===== config.mk =====
export PLATFORM = sky130hd
export DESIGN_NAME = dmem_arbiter
export DESIGN_NICKNAME = d
export VERILOG_FILES = /design/src/rtl/dmem_arb_pkg.sv /design/src/rtl/arb_wait_counter.sv /design/src/rtl/dmem_arbiter.sv
export SDC_FILE = /design/constraint.sdc
export NUM_CORES = 1
export LEC_CHECK = 0
export ABC_AREA = 0
export CAP_MARGIN = 0
export CORE_ASPECT_RATIO = 0.8
export CORE_MARGIN = 5
export CORE_UTILIZATION = 44
export DETAILED_ROUTE_END_ITERATION = 16
export DONT_BUFFER_PORTS = 1
export SLEW_MARGIN = 20
export SYNTH_ARGS = -nofsm -noshare
export SYNTH_HDL_FRONTEND = slang
export SYNTH_SLANG_ARGS = --single-unit

===== constraint.sdc =====
create_clock -name clk -period 2.1 [get_ports clk]
set_input_delay 0.315 -clock clk [delete_from_list [all_inputs] [get_ports clk]]
set_output_delay 0.315 -clock clk [all_outputs]
set_load 0.01 [all_outputs]

===== src/rtl/dmem_arb_pkg.sv =====
// Shared types and default widths for the data-memory port arbiter.
// Used by dmem_arbiter and arb_wait_counter.
package dmem_arb_pkg;

    localparam int ADDR_W_DEF        = 10;
    localparam int DATA_W_DEF        = 32;
    localparam int HOST_MAX_WAIT_DEF = 4;

    typedef enum logic [1:0] {
        IDLE,
        ACCESS,
        RESP
    } state_t;

    typedef enum logic {
        GNT_CPU,
        GNT_HOST
    } gnt_t;

endpackage


===== src/rtl/arb_wait_counter.sv =====
// Saturating host-age counter: counts lost arbitrations up to max.
// reached tells the arbiter the host must win the next contested grant.
module arb_wait_counter #(
    parameter int W = 3
) (
    input  logic         clk,
    input  logic         rst,
    input  logic         inc,
    input  logic         clr,
    input  logic [W-1:0] max,
    output logic         reached
);

    logic [W-1:0] cnt;

    assign reached = (cnt >= max);

    always_ff @(posedge clk or negedge rst) begin
        if (!rst) begin
            cnt <= '0;
        end else if (clr) begin
            cnt <= '0;
        end else if (inc && !reached) begin
            cnt <= cnt + 1'b1;
        end
    end

endmodule


===== src/rtl/dmem_arbiter.sv =====
// Data-memory port arbiter: CPU priority, bounded host wait, 3-cycle access.
// Optional DMEM_ARB_ALIGN_CHECK_EN blocks misaligned CPU accesses and flags cpu_err.
module dmem_arbiter
    import dmem_arb_pkg::*;
#(
    parameter int ADDR_W        = ADDR_W_DEF,
    parameter int DATA_W        = DATA_W_DEF,
    parameter int HOST_MAX_WAIT = HOST_MAX_WAIT_DEF
) (
    input  logic              clk,
    input  logic              rst,
    input  logic              cpu_req,
    input  logic              cpu_we,
    input  logic [31:0]       cpu_addr,
    input  logic [DATA_W-1:0] cpu_wdata,
    output logic              cpu_ack,
    output logic [DATA_W-1:0] cpu_rdata,
    output logic              cpu_err,
    input  logic              host_req,
    input  logic [ADDR_W-1:0] host_addr,
    output logic              host_ack,
    output logic [DATA_W-1:0] host_rdata,
    output logic              mem_en,
    output logic              mem_we,
    output logic [ADDR_W-1:0] mem_addr,
    output logic [DATA_W-1:0] mem_wdata,
    input  logic [DATA_W-1:0] mem_rdata
);

    localparam int CW = (HOST_MAX_WAIT < 1) ? 1 : $clog2(HOST_MAX_WAIT + 1);

    state_t state_q;
    state_t state_d;
    gnt_t   gnt;
    logic   gnt_we;
    logic   gnt_bad;
    logic   take;
    logic   host_win;
    logic   reached;
    logic   bad_d;
    logic   in_resp;

    arb_wait_counter #(
        .W(CW)
    ) u_wait (
        .clk    (clk),
        .rst    (rst),
        .inc    (take && cpu_req && host_req && !host_win),
        .clr    (take && host_win),
        .max    (CW'(HOST_MAX_WAIT)),
        .reached(reached)
    );

    always_ff @(posedge clk or negedge rst) begin
        if (!rst) state_q <= IDLE;
        else      state_q <= state_d;
    end

    always_comb begin
        state_d  = state_q;
        take     = 1'b0;
        host_win = 1'b0;
        unique case (state_q)
            IDLE: begin
                if (cpu_req || host_req) begin
                    take     = 1'b1;
                    host_win = host_req && (!cpu_req || reached);
                    state_d  = ACCESS;
                end
            end
            ACCESS:  state_d = RESP;
            RESP:    state_d = IDLE;
            default: state_d = IDLE;
        endcase
    end

`ifdef DMEM_ARB_ALIGN_CHECK_EN
    logic err_q;
    logic unused_addr;

    assign bad_d       = !host_win && (cpu_addr[1:0] != 2'b00);
    assign unused_addr = ^cpu_addr[31:ADDR_W+2];
    assign cpu_err     = err_q;

    always_ff @(posedge clk or negedge rst) begin
        if (!rst)               err_q <= 1'b0;
        else if (take && bad_d) err_q <= 1'b1;
    end
`else
    logic unused_addr;

    assign bad_d       = 1'b0;
    assign unused_addr = ^{cpu_addr[31:ADDR_W+2], cpu_addr[1:0]};
    assign cpu_err     = 1'b0;
`endif

    // mem_en/mem_we pulse for the ACCESS cycle only; addr/wdata hold the grant
    always_ff @(posedge clk or negedge rst) begin
        if (!rst) begin
            gnt       <= GNT_CPU;
            gnt_we    <= 1'b0;
            gnt_bad   <= 1'b0;
            mem_en    <= 1'b0;
            mem_we    <= 1'b0;
            mem_addr  <= '0;
            mem_wdata <= '0;
        end else begin
            mem_en <= 1'b0;
            mem_we <= 1'b0;
            if (take) begin
                gnt     <= host_win ? GNT_HOST : GNT_CPU;
                gnt_we  <= !host_win && cpu_we;
                gnt_bad <= bad_d;
                mem_en  <= !bad_d;
                mem_we  <= !host_win && cpu_we && !bad_d;
                if (host_win) begin
                    mem_addr  <= host_addr;
                    mem_wdata <= '0;
                end else begin
                    mem_addr  <= cpu_addr[ADDR_W+1:2];
                    mem_wdata <= cpu_wdata;
                end
            end
        end
    end

    assign in_resp = (state_q == RESP);

    always_comb begin
        cpu_ack    = in_resp && (gnt == GNT_CPU);
        host_ack   = in_resp && (gnt == GNT_HOST);
        cpu_rdata  = '0;
        host_rdata = '0;
        if (cpu_ack && !gnt_we && !gnt_bad) cpu_rdata = mem_rdata;
        if (host_ack)                       host_rdata = mem_rdata;
    end

endmodule


After elaboration in Yosys (flattened, before gate mapping). Index checks and enable logic that the tools add are counted.

Word-level logic and storage cells: 47. Output and inout bits: 111. Register bits: 51. Input bits: 111.

Mux-type cells: 15. $lt $le $gt $ge: 1. Add/sub/neg operators: 1. Bitwise logic cells: 1. Equal/unequal tests: 3. Reduce and logical (&&, ||, !) cells: 18.

Operators with widths (count): $mux W32 (3); $logic_and A1 B1 Y1 (10); $mux W10 (1); $mux W1 (7); $mux W3 (2); $logic_not A1 Y1 (4); $pmux W2 S2 (1); $add A3 B1 Y3 const B (1); $ge A3 B3 Y1 const B (1); $eq A2 B1 Y1 const B (1); $eq A2 B2 Y1 const B (1); $logic_not A2 Y1 (1); $logic_or A1 B1 Y1 (2); $mux W2 (1); $ne A2 B2 Y1 const B (1); $reduce_bool A2 Y1 (1); $not A1 Y1 (1).

Depth between registers and ports, before layout. Gate-level depths: netlist (run 1).

Depth after elaboration: 10. Mapped depth: 5. Gate-level depth less buffers: 4.

By module. A second synthesis (run 1) with hierarchy kept.

Cell total of the unflattened synthesis: 251. Area, all modules: 2670.1 um^2.

By module, submodules not included: dmem_arbiter (area each 2404.8 um^2, cells each 224, sequential area each 1201.2 um^2, instances 1); arb_wait_counter (area each 265.3 um^2, cells each 27, sequential area each 75.1 um^2, instances 1).

Worst setup path after synthesis (run 1). OpenSTA, ideal clock, no wires.

Path type: flip-flop to output port. From: register state_q[0]. To: output cpu_rdata[10]. Cell stages (with the launch flop): 5. Path buffers: 1. Data required time: 1.785 ns. Arrival time: 1.381 ns. Setup slack: 0.404 ns. Cell sequence: dfrtp_1 nor3b_1 and2b_1 clkbuf_1 and2_1.

Cells in the longest elaborated chain, start to end: 4.

Ends and longest elaborated chain: from (decl) (line dmem_arbiter.sv:32) `state_t state_q;`; from (signal assigned) (line dmem_arbiter.sv:56) `else state_q <= state_d;`; $eq A2 B2 Y1 (line dmem_arbiter.sv:127) `assign in_resp = (state_q == RESP);`; $logic_and A1 B1 Y1 (line dmem_arbiter.sv:130) `cpu_ack = in_resp && (gnt == GNT_CPU);`; via cpu_ack (line dmem_arbiter.sv:16) `output logic cpu_ack,`; $logic_and A1 B1 Y1 (line dmem_arbiter.sv:134) `if (cpu_ack && !gnt_we && !gnt_bad) cpu_rdata = mem_rdata;`; $mux W32 (line dmem_arbiter.sv:134); to (decl) (line dmem_arbiter.sv:17) `output logic [DATA_W-1:0] cpu_rdata,`.

The timed path passes the listed nets, and every way through them passes these cells.

Worst setup path in the final report (run 1).
From: register state_q[1]. To: output cpu_rdata[31].

Cells in the longest elaborated chain, start to end: 4.

Ends and longest elaborated chain (line): $eq A2 B2 Y1 (dmem_arbiter.sv:127); $logic_and A1 B1 Y1 (dmem_arbiter.sv:130); $logic_and A1 B1 Y1 (dmem_arbiter.sv:134); $mux W32 (dmem_arbiter.sv:134).

No other way between the ends.

==> impl_metrics.csv, run 1 <==
group,metric,value,unit
worst_setup_path,critPathCaptureType,"output pin",
cells_and_area,design_area,2690,µm²
timing,max-slew-margin-rel,58.3,%
timing,fmax,506,MHz
clock_tree,cts-buffers-inserted,5,
timing,maxSlewViolCount,0,
place,gp_congestion,0.705,
timing,fin_tns_setup,0,ns
routing,wl_per_cell,21.2,µm
clock_tree,cts_buffer_depth,2,
place,place_inst,304,
worst_setup_path,r2r_slack,0.38,ns
worst_setup_path,cp_max_fo,32,
synthesis,async_reset_ff_share,100,%
routing,drt_pass1_iterations,4,
timing,finalHoldViolCount,0,
clock_tree,ctsHtreeMaxLevel,2,
routing,ant_nets,0,
synthesis,synth_area_leader_cell,"dfrtp_1",
place,dpl_cell_area,2570,µm²
worst_setup_path,cp.required,1.78,ns
synthesis,yosys-top-cells-area,"dfrtp_1 50%, and2_1 16%, a22o_1 11%",
power_and_ir_drop,vdd.ir_drop.worst,584,µV
floorplan,die_w,94.9,µm
worst_setup_path,rr_worst_depth,4,
cells_and_area,diodes,0,
routing,drt-total-wl,6640,µm
cells_and_area,layout.nets,348,
worst_setup_path,r2r_start,"state_q[0]$_DFFE_PN0P_",
cells_and_area,fillers,522,
synthesis,avgSynthCellArea,10.7,µm²
synthesis,synth_top_area_share,50.3,%
timing,fin_crit_sh,94.2,%
timing,setup_viol,0,
worst_setup_path,startpoint_type,"register",
floorplan,core_area,5530,µm²
floorplan,ios,222,
routing,via_per_inst,5.67,
clock_tree,cts_root_buffer,"clkbuf_8",
cells_and_area,syn2layout_area_growth,6.11,%
place,dp_hpwl,5100,µm
synthesis,syn_nets,351,
cells_and_area,drive_gt1_share,9.79,%
clock_tree,tritoncts,"yes",
clock_tree,postCtsSetupBuffers,0,
clock_tree,path_clk_slew,0.09,ns
global_routing,grt_pass1_vias,1763,
synthesis,ys_warn_count,0,
outcome,outcome,"completed",
floorplan,die_area,7400,µm²
worst_setup_path,crit_type,"reg2out",
global_routing,grt_usage,16.8,%
synthesis,synth.top_cells.by_count,"65 x and2_1, 51 x dfrtp_1, 33 x a22o_1",
flow_run,cap_violations,0,
timing,worst_pin_slew,0.624,ns
synthesis,seq_area_frac_synth,50.3,%
synthesis,yosysUniqueCellTypes,28,
global_routing,overflow,0,
power_and_ir_drop,p_leak,1.26,nW
hold_path,min_path_type,"in2reg",
synthesis,syn_area,2540,µm²
synthesis,synth-edff-count,0,
timing,final.min_clock_period,1.98,ns
synthesis,yosysMostFrequentCell,"and2_1",
worst_setup_path,endpoint,"cpu_rdata[31]",
clock_tree,cts_hold_buf,2,
routing,drt_iter0_drc,87,
timing,rsz0062_at_grt,"no",
floorplan,die_h,77.9,µm
floorplan,initial_utilization,45.9,%
synthesis,synth_seq_cells,51,
global_routing,grt_max_degree,52,
clock_tree,cts_resized,0,
clock_tree,clock_latency,0.29,ns
floorplan,rows,24,
synthesis,synthFlopType,"dfrtp_1",
global_routing,antenna_found_initial,0,
timing,skew,0.00364,ns
cells_and_area,utilization,48.8,%
cells_and_area,final_cells,313,
power_and_ir_drop,powerDensity,1360,nW/µm²
worst_setup_path,critPathLaunch,"state_q[1]$_DFFE_PN0P_",
global_routing,grt_pass1_wl,9720,µm
clock_tree,numClockSinks,51,
routing,drcViolationCount,0,
worst_setup_path,arrival,1.66,ns
power_and_ir_drop,power,3.67,mW
synthesis,syn_inst,238,
routing,vias,1776,
worst_setup_path,rr_endpoint,"mem_addr[6]$_DFFE_PN0N_",
place,port_buffers,0,
==> layer usage <==
| layer | routed length (µm) | vias to the layer above | global-route usage [%] |
|---|---|---|---|
| met2 | 3150 | 112 | 26.5 |
| met5 | 0 | - | 0 |
| met3 | 758 | 12 | 6.77 |
| met4 | 118 | 0 | 5.48 |
| li1 | - | 799 | - |
| met1 | 2610 | 853 | 21.1 |
==> logic make-up (layout without fill, tap and decap cells) <==
kind of cell             after synthesis  count (layout)  synth area share (%)
other                                  1               1                 0.148
AO/OA/AOI/OAI                         57              57                  19.5
AND/OR/NAND/NOR                       92              92                  22.1
buffers and inverters                 35              32                  7.05
adder cells (fa/ha/maj)                2               2                 0.986
flip-flops                            51              51                  50.3
==> final cells by class <==
| cell class | instances | area (µm²) | share of cell area (%) |
|---|---|---|---|
| sequential | 51 | 1280 | 47.4 |
| multi-input combinational | 152 | 1080 | 40.2 |
| timing repair buffer | 10 | 97.6 | 3.62 |
| tap | 78 | 97.6 | 3.62 |
| clock buffer | 5 | 68.8 | 2.55 |
| inverter | 15 | 56.3 | 2.09 |
| clock inverter | 2 | 13.8 | 0.511 |
==> registers in the layout (all words and copies together) (netlist names) <==
register	cells
mem_wdata	32
mem_addr	10
u_wait.cnt	3
state_q	2
gnt	1
gnt_we	1
mem_en	1
mem_we	1
==> placed cells by master, fill, tap and decap left out, drive strengths merged <==
| cell type | n |
|---|---|
| a211oi | 1 |
| a21o | 1 |
| a22o | 33 |
| and2 | 65 |
| and2b | 1 |
| and3b | 1 |
| buf | 9 |
| clkbuf | 5 |
| clkinv | 2 |
| conb | 1 |
| dfrtp | 51 |
| dlygate4sd3 | 1 |
| ha | 2 |
| inv | 15 |
| nand2 | 2 |
| nand2b | 1 |
| nand3 | 13 |
| nor2 | 2 |
| nor2b | 2 |
| nor3b | 2 |
| o21ai | 12 |
| o311ai | 10 |
| or2 | 2 |
| or3b | 1 |
==> where the power goes <==
part / switching (mW) / internal [mW]
Clock: 0.303 / 0.228
Sequential: 0.488 / 1.40
Combinational: 0.693 / 0.555
==> how the worst min path moves through the flow <==
| stage | endpoint | startpoint | cells past startpoint | slack (ns) |
|---|---|---|---|---|
| after CTS | mem_wdata[24]$_DFFE_PN0N_ | cpu_wdata[24] | 1 | 0.13 |
| after global routing | mem_wdata[17]$_DFFE_PN0N_ | cpu_wdata[17] | 1 | 0.12 |
| final | mem_wdata[29]$_DFFE_PN0N_ | cpu_wdata[29] | 1 | 0.15 |
| after global placement | mem_addr[7]$_DFFE_PN0N_ | rst | 0 | 0.02 |
| after detailed placement | mem_addr[7]$_DFFE_PN0N_ | rst | 0 | 0.02 |
| after floorplan | gnt$_DFFE_PN0N_ | rst | 0 | 0.02 |
==> critical path: stages (launching register included) <==
cell	delay (ns)
dfrtp_1	0.44
nor3b_1	0.30
and2b_1	0.16
buf_4	0.23
and2_1	0.24
==> metrics by stage <==
stage | hold WS (ns) | worst slack [ns]
floorplan | 0.0194 | 0.404
global placement | 0.0204 | 0.436
detailed placement | 0.0202 | 0.388
CTS | 0.134 | 0.106
global route | 0.118 | 0.00643
finish | 0.145 | 0.123
Power figures use the tool's default switching activity.
==> inputs of run 2 (changes only) <==
- TNS_END_PERCENT: default -> 50
- clock period: 2.1 -> 2 ns (I/O delays scaled with it)
==> impl_metrics.csv, run 2 (synthesis gave the netlist of run 1 again) <==
group,metric,value,unit
cells_and_area,reg_top3,"mem_wdata (32), mem_addr (10), u_wait.cnt (3)",
hold_path,min_path_type,"in2reg",
floorplan,die_area,7400,µm²
worst_setup_path,cp.required,1.70,ns
hold_path,hp-start,"cpu_wdata[29]",
routing,drt_iter0_drc,94,
clock_tree,ctsHtreeMaxLevel,2,
power_and_ir_drop,powerDensity,1450,nW/µm²
cells_and_area,syn2layout_area_growth,7.15,%
floorplan,ios,222,
routing,drt_pass1_iterations,4,
clock_tree,cts_root_buffer,"clkbuf_8",
routing,via_per_inst,5.70,
clock_tree,cts_buffer_depth,2,
worst_setup_path,r2r_start,"state_q[0]$_DFFE_PN0P_",
timing,finalHoldViolCount,0,
global_routing,grt_pass1_vias,1775,
place,gp_congestion,0.706,
cells_and_area,design_area,2720,µm²
worst_setup_path,cp_max_fo,32,
cells_and_area,largest_reg_flops,32,
timing,final.min_clock_period,1.85,ns
flow_run,cap_violations,0,
timing,worst_pin_slew,0.588,ns
clock_tree,cts-buffers-inserted,5,
place,dp_hpwl,5190,µm
global_routing,antenna_found_initial,0,
timing,fmax,541,MHz
timing,fin_ws,0.152,ns
power_and_ir_drop,p_leak,1.27,nW
worst_setup_path,critPathCaptureType,"output pin",
routing,drcViolationCount,0,
timing,skew,0.00943,ns
worst_setup_path,crit_type,"reg2out",
floorplan,initial_utilization,45.9,%
floorplan,die_h,77.9,µm
timing,fin_crit_sh,92.4,%
global_routing,grt_usage,16.7,%
cells_and_area,drive_gt1_share,10.2,%
clock_tree,numClockSinks,51,
timing,fin_tns_setup,0,ns
clock_tree,postCtsSetupBuffers,0,
timing,rsz0062_at_grt,"no",
worst_setup_path,critPathLaunch,"state_q[0]$_DFFE_PN0P_",
cells_and_area,mostFrequentLayoutCell,"and2_1",
timing,setup_viol,0,
routing,drt-total-wl,6650,µm
routing,wl_per_cell,21.3,µm
global_routing,overflow,0,
place,dpl_cell_area,2590,µm²
clock_tree,path_clk_slew,0.09,ns
worst_setup_path,startpoint_type,"register",
worst_setup_path,arrival,1.55,ns
floorplan,die_w,94.9,µm
timing,max-slew-margin-rel,60.7,%
power_and_ir_drop,vdd.ir_drop.worst,753,µV
outcome,outcome,"completed",
place,port_buffers,0,
global_routing,grt_pass1_wl,9750,µm
timing,maxSlewViolCount,0,
routing,ant_nets,0,
floorplan,rows,24,
cells_and_area,diodes,0,
global_routing,grt_max_degree,52,
place,dp_slack,0.253,ns
cells_and_area,regMostFlops,"mem_wdata",
cells_and_area,mostFrequentLayoutCells,"65 x and2_1, 51 x dfrtp_1, 33 x a22o_1, 15 x inv_1, 13 x nand3_1",
clock_tree,clock_latency,0.30,ns
cells_and_area,layout.nets,348,
routing,vias,1784,
floorplan,core_area,5530,µm²
clock_tree,tritoncts,"yes",
-- run 2: timing repair --
action	in CTS	in global routing
hold endpoints to repair	51	0
hold buffers	2	0
gates resized for setup	0	1
endpoints found under the setup margin	0	32
-- run 2: metrics by stage --
step	hold slack (ns)	power [mW]	cells	util (%)
5_1_grt	0.109	4.21	313	49.2
6_report	0.128	3.94	313	49.2
3_3_place_gp	0.00538	3.32	304	46.8
4_1_cts	0.120	3.99	313	49.1
2_1_floorplan	0.00441	3.06	238	-
3_5_place_dp	0.00530	3.35	304	46.8
-- run 2: critical path, stage by stage, from the launching register on --
cell	delay, ns
dfrtp_1	0.44
nor3b_2	0.21
and2b_1	0.14
buf_4	0.23
and2_1	0.23
-- run 2: per-layer routing --
layer | vias to the layer above | GRT usage [%] | routed length [µm]
li1 | 801 | - | -
met3 | 6 | 7.25 | 830
met5 | - | 0 | 0
met1 | 871 | 19.4 | 2400
met2 | 106 | 28.4 | 3350
met4 | 0 | 3.89 | 66
-- run 2: final cells by class --
| cell class | count | area, µm² |
|---|---|---|
| sequential | 51 | 1280 |
| tap | 78 | 97.6 |
| fill | 551 | 2810 |
| timing repair buffer | 10 | 110 |
| multi-input combinational | 152 | 1090 |
| inverter | 15 | 56.3 |
| clock buffer | 6 | 82.6 |
| clock inverter | 1 | 8.76 |
-- run 2: final timing paths --
check | end | slack [ns] | depth (start not counted)
setup / recovery | cpu_rdata[31] | 0.15 | 4
min in group asynchronous | mem_addr[6]$_DFFE_PN0N_ | 0.52 | 2
max in group asynchronous | state_q[0]$_DFFE_PN0P_ | 1.27 | 2
hold reg to reg | state_q[1]$_DFFE_PN0P_ | 0.51 | 1
hold / removal | mem_wdata[29]$_DFFE_PN0N_ | 0.13 | 1
setup reg to reg | mem_addr[3]$_DFFE_PN0N_ | 0.26 | 4
-- run 2: report_power, final --
group / internal, mW / leakage (nW) / switching [mW] / total (mW)
clock: 0.279 / 0.0477 / 0.326 / 0.604
combinational: 0.604 / 0.575 / 0.737 / 1.34
sequential: 1.47 / 0.646 / 0.519 / 1.99
==> inputs of run 3 (changes only) <==
- clock period: 2 -> 2.1 ns (I/O delays scaled with it)
==> results of run 3 <==
No change in the layout: final DEF, timing and power equal those of run 1.
